## src/rtl/input_conditioner.sv

```systemverilog
// input_conditioner
// Debounces the synchronized Next/Done buttons, converts clean presses into
// single-cycle pulses, captures the switch word with each LOAD-phase Next
// pulse and tracks the bounded load phase (count, full, overflow).
//
// state   | meaning
// --------+-------------------------------------------------------------
// ST_LOAD | accepting words; Next captures data, Done moves to ST_RUN
// ST_RUN  | Next is a step command only; Done ignored; left by reset only
module input_conditioner #(
    parameter int DEBOUNCE_CYCLES = 8,
    parameter int MAX_WORDS       = 64,
    parameter int DATA_W          = 6,
    localparam int CNT_W          = $clog2(DEBOUNCE_CYCLES),
    localparam int WC_W           = $clog2(MAX_WORDS + 1)
) (
    input  logic              clock,
    input  logic              reset,
    input  logic              next_raw,
    input  logic              done_raw,
    input  logic [DATA_W-1:0] data_raw,
    output logic              next_pulse,
    output logic              done_pulse,
    output logic [DATA_W-1:0] data_out,
    output logic [WC_W-1:0]   word_count,
    output logic              load_full,
    output logic              overflow,
    output logic              running
);

    // Counter value on which a still-differing sample flips the level.
    localparam logic [CNT_W-1:0] CNT_LAST = CNT_W'(DEBOUNCE_CYCLES - 2);
    localparam logic [WC_W-1:0]  WC_MAX   = WC_W'(MAX_WORDS);

    typedef enum logic {ST_LOAD, ST_RUN} state_t;

    state_t            r_state;
    logic              r_next_lvl, r_next_lvl_d;
    logic              r_done_lvl, r_done_lvl_d;
    logic [CNT_W-1:0]  r_next_cnt, r_done_cnt;
    logic              r_next_pulse, r_done_pulse;
    logic [DATA_W-1:0] r_data;
    logic [WC_W-1:0]   r_word_count;
    logic              r_overflow;
    logic              r_running;

    logic              w_next_evt;
    logic              w_done_evt;

    // Next debouncer: count consecutive mismatching samples, flip when enough.
    always_ff @(posedge clock) begin
        if (reset) begin
            r_next_lvl <= 1'b0;
            r_next_cnt <= '0;
        end else if (next_raw == r_next_lvl) begin
            r_next_cnt <= '0;
        end else if (r_next_cnt == CNT_LAST) begin
            r_next_lvl <= next_raw;
            r_next_cnt <= '0;
        end else begin
            r_next_cnt <= r_next_cnt + CNT_W'(1);
        end
    end

    // Done debouncer: identical behaviour to the Next debouncer.
    always_ff @(posedge clock) begin
        if (reset) begin
            r_done_lvl <= 1'b0;
            r_done_cnt <= '0;
        end else if (done_raw == r_done_lvl) begin
            r_done_cnt <= '0;
        end else if (r_done_cnt == CNT_LAST) begin
            r_done_lvl <= done_raw;
            r_done_cnt <= '0;
        end else begin
            r_done_cnt <= r_done_cnt + CNT_W'(1);
        end
    end

    // Delayed copies of the debounced levels for rising-edge (press) detection.
    always_ff @(posedge clock) begin
        if (reset) begin
            r_next_lvl_d <= 1'b0;
            r_done_lvl_d <= 1'b0;
        end else begin
            r_next_lvl_d <= r_next_lvl;
            r_done_lvl_d <= r_done_lvl;
        end
    end

    // Presses only; releases never generate events.
    assign w_next_evt = r_next_lvl & ~r_next_lvl_d;
    assign w_done_evt = r_done_lvl & ~r_done_lvl_d;

    // LOAD/RUN controller with registered pulses, capture and load tracking.
    always_ff @(posedge clock) begin
        if (reset) begin
            r_state      <= ST_LOAD;
            r_next_pulse <= 1'b0;
            r_done_pulse <= 1'b0;
            r_data       <= '0;
            r_word_count <= '0;
            r_overflow   <= 1'b0;
            r_running    <= 1'b0;
        end else begin
            r_next_pulse <= 1'b0;
            r_done_pulse <= 1'b0;
            case (r_state)
                ST_LOAD: begin
                    // Next is resolved before Done so a simultaneous press
                    // still loads its word before the phase closes.
                    if (w_next_evt) begin
                        if (r_word_count < WC_MAX) begin
                            r_next_pulse <= 1'b1;
                            r_data       <= data_raw;
                            r_word_count <= r_word_count + WC_W'(1);
                        end else begin
                            r_overflow <= 1'b1;
                        end
                    end
                    if (w_done_evt) begin
                        r_done_pulse <= 1'b1;
                        r_running    <= 1'b1;
                        r_state      <= ST_RUN;
                    end
                end
                ST_RUN: begin
                    if (w_next_evt) begin
                        r_next_pulse <= 1'b1;
                    end
                end
                default: begin
                    r_state <= ST_LOAD;
                end
            endcase
        end
    end

    assign next_pulse = r_next_pulse;
    assign done_pulse = r_done_pulse;
    assign data_out   = r_data;
    assign word_count = r_word_count;
    assign load_full  = (r_word_count == WC_MAX);
    assign overflow   = r_overflow;
    assign running    = r_running;

endmodule

```

## config.mk

```make
export PLATFORM = sky130hd
export DESIGN_NAME = input_conditioner
export DESIGN_NICKNAME = d
export VERILOG_FILES = /design/src/rtl/input_conditioner.sv
export SDC_FILE = /design/constraint.sdc
export NUM_CORES = 1
export LEC_CHECK = 0
export CAP_MARGIN = 10
export CORE_UTILIZATION = 30
export CTS_CLUSTER_DIAMETER = 40
export DETAILED_ROUTE_END_ITERATION = 12
export PLACE_DENSITY_LB_ADDON = 0.15
export SETUP_SLACK_MARGIN = 0.5
export SYNTH_ARGS = -nofsm -noshare
export SYNTH_HDL_FRONTEND = slang
export SYNTH_SLANG_ARGS = --single-unit
```

## constraint.sdc

```tcl
create_clock -name clock -period 2.3 [get_ports clock]
set_input_delay 0.46 -clock clock [delete_from_list [all_inputs] [get_ports clock]]
set_output_delay 0.46 -clock clock [all_outputs]
set_load 0.01 [all_outputs]
```

==> summary.md <==
| Metric | Value |
|---|---|
| CP cell instances | `clkdlybuf4s50_1` |
| CTS Sinks | `28` |
| Post-route cell area | `0.001501 sq mm` |
| DRC viols | `0` |
| Top cell type's share of synthesized area | `49.78%` |
| Buffers on Ports | `27` |
| Clk Latency, worst-skew pair | `260 ps` |
| CP max stage delay | `560 ps` |
| Worst EP required | `1840 ps` |
| Leakage | `0.5340 nW` |
| Tcrit/Tclk final | `73.93%` |
| GR Overflow Total | `0` |
| H-tree Lvls | `1` |
| Endpoint, Worst Hold | `done_pulse` |
| Die W | `63.27 um` |
| Vias per inst | `4.667` |
| Starting density of the core | `32.47%` |
| Antenna-violating nets left | `0` |
| Area leader, netlist | `dfxtp_1` |
| Slowest CP cell | `clkdlybuf4s50_1` |
| DP HPWL | `1580 um` |
| Synth cell types | `25` |
| CP endpoint kind | `output pin` |
| CTS Hold Bufs | `0` |
| # Max-Cap Violations | `0` |
| Mean post-synth cell area | `8.867 sq um` |
| Ys Warns | `0` |
| Hold path startpoint | `r_done_lvl_d` |
| CP Launch Type | `flop` |
| Ys flop type | `dfxtp_1` |
| Largest net degree at the start of global routing | `27` |
| Power Total | `0.0007802 W` |
| Synth Cell Area | `0.001126 sq mm` |
| Worst-path clk slew | `90 ps` |
| Most frequent cell after synthesis | `dfxtp_1` |
| WS Path Type | `flop to output pin` |
| Post-synth EDFFs | `0` |
| CTS tree | `yes` |
| Syn nets | `143` |
| First-pass GRT wire length | `3615 um` |
| Via count | `938` |
| Sequential share of the synthesized area | `49.78%` |
| Clock buffer depth | `2` |
| # diodes | `0` |
| Buf/Inv on CP | `1` |
| Most instantiated cells after synthesis | `dfxtp_1 (28), nand2_1 (21), a21oi_1 (14)` |
| Setup WS pre-CTS | `527.3 ps` |
| Worst VDD drop | `0.4036 mV` |
| Setup violations, final | `0` |
| R2r startpoint | `r_next_lvl` |
| Worst slew margin | `75.76%` |
| Clock skew | `4.604 ps` |
| Global Route Usage Sum | `11.38%` |
| Max FO, Critical Path | `5` |
| Die Y | `63.27 um` |
| Num CTS Buffers | `3` |
| Setup TNS | `0 ps` |
| Core area | `0.003468 sq mm` |
| DP Area | `0.001454 sq mm` |
| NumNets Final | `173` |
| Unrepaired setup endpoints after global routing | `false` |
| Synth top area cells | `dfxtp_1 (50%), nand2_1 (7.0%), ha_1 (6.7%)` |
| Measured slew at the worst slew-check pin | `358.6 ps` |
| Delay-heaviest family, CP | `buffers and inverters` |
| R2R Setup Slk | `680 ps` |
| Outcome | `completed` |
| Post CTS Setup Buffer Count | `0` |
| Synth Instances | `127` |
| PD cells | `519.7 mW/mm^2` |
| Router iterations before antenna repair | `4` |
| Final hold violation count | `0` |
| Seq cells post-synth | `28` |
| Worst setup margin | `599.5 ps` |
| Arrival time worst endpoint | `1240 ps` |
| FP Rows | `21` |
| Area grow syn2layout | `33.33%` |
| Drt first-iter violations | `36` |
| Root buffer cell | `clkbuf_8` |
| Ys async rst share | `0%` |
| Fmax | `588.1 MHz` |
| WL/cell | `10.63 um` |
| Hold Crit Class | `flop to flop` |
| Share of layout cells above drive strength 1 | `9.032%` |
| Slew Viols, Final | `0` |
| Capture point of the worst reg-to-reg path | `word_count[3]` |
| Die area | `0.004002 sq mm` |
| Initial antenna violation count | `0` |
| Post-route minimum period | `1700 ps` |
| WHS Path Cells | `1` |
| Final WL | `2136 um` |
| Vias in the first global route | `852` |
| Final RePlAce weighted congestion | `0.7495` |
| I/O Pins | `28` |
| R2R depth | `3` |
| Final core occ | `43.29%` |
[report_power, final]
part | internal, W | switching (W)
clock | 0.000117 | 0.000137
sequential | 0.000488 | 0.00000235
combinational | 0.0000200 | 0.0000157
[timing repair]
item                                    CTS  global route
gates resized for setup                   4             4
cloned                                    0             0
endpoints found under the setup margin    1             2
[registers in the layout, summed over array words and instances (netlist names)]
register,count
word_count,7
data_out,6
r_done_cnt,3
r_next_cnt,3
done_pulse,1
next_pulse,1
overflow,1
r_done_lvl,1
r_done_lvl_d,1
r_next_lvl,1
r_next_lvl_d,1
r_state,1
running,1
[through the flow]
stage | hold WS (ps) | cells
floorplan | 399.7 | 127
CTS | 423.7 | 201
global route | 431.5 | 201
global placement | 414.7 | 198
detailed placement | 411.3 | 198
finish | 421.2 | 201
[kinds of logic after synthesis]
| kind of cell | count (synthesis) | share of synthesized area [%] |
|---|---|---|
| AO/OA/AOI/OAI | 21 | 10.22 |
| multiplexers | 3 | 2.778 |
| buffers and inverters | 13 | 4.333 |
| adder cells (fa/ha/maj) | 6 | 6.666 |
| flip-flops | 28 | 49.78 |
| AND/OR/NAND/NOR | 54 | 24.67 |
| XOR/XNOR | 2 | 1.556 |
[layout make-up]
| class | instances | area (sq um) |
|---|---|---|
| Inverter | 9 | 33.78 |
| Timing Repair Buffer | 29 | 280.3 |
| Clock buffer | 3 | 41.29 |
| Sequential cell | 28 | 565.5 |
| Fill cell | 355 | 1967 |
| Tap cell | 46 | 57.56 |
| Multi-Input combinational cell | 86 | 523.0 |
[placed cells by master (no fill, tap or decap), types with 3 or more instances in the layout]
| cell | Yosys | routed |
|---|---|---|
| nand3_1 | 5 | 5 |
| nor2_1 | 12 | 12 |
| or3_1 | 3 | 3 |
| nand2_1 | 21 | 21 |
| clkbuf_8 | 0 | 3 |
| ha_1 | 6 | 6 |
| inv_1 | 9 | 9 |
| a21oi_1 | 14 | 14 |
| o21ai_0 | 3 | 3 |
| nor2b_1 | 4 | 4 |
| dfxtp_1 | 28 | 24 |
| dfxtp_2 | 0 | 4 |
| clkdlybuf4s50_1 | 0 | 26 |
[metal layers]
| layer | vias up | global-route usage (%) | wire length [um] |
|---|---|---|---|
| li1 | 482 | - | - |
| met1 | 439 | 12.68 | 949 |
| met2 | 15 | 21.10 | 1101 |
| met3 | 2 | 3.804 | 67 |
| met4 | 0 | 1.705 | 18 |
| met5 | - | 0 | 0 |
[how the worst max path moves through the flow]
stage	cells past startpoint	slack, ps	startpoint	to
after floorplan	4	810	word_count[6]	word_count[4]
after global placement	3	520	word_count[2]	load_full
after detailed placement	3	530	word_count[2]	load_full
after CTS	1	510	word_count[6]	word_count[6]
after global routing	1	510	word_count[5]	word_count[5]
final	1	600	word_count[5]	word_count[5]
No activity file was read; power rests on OpenSTA's default activity.
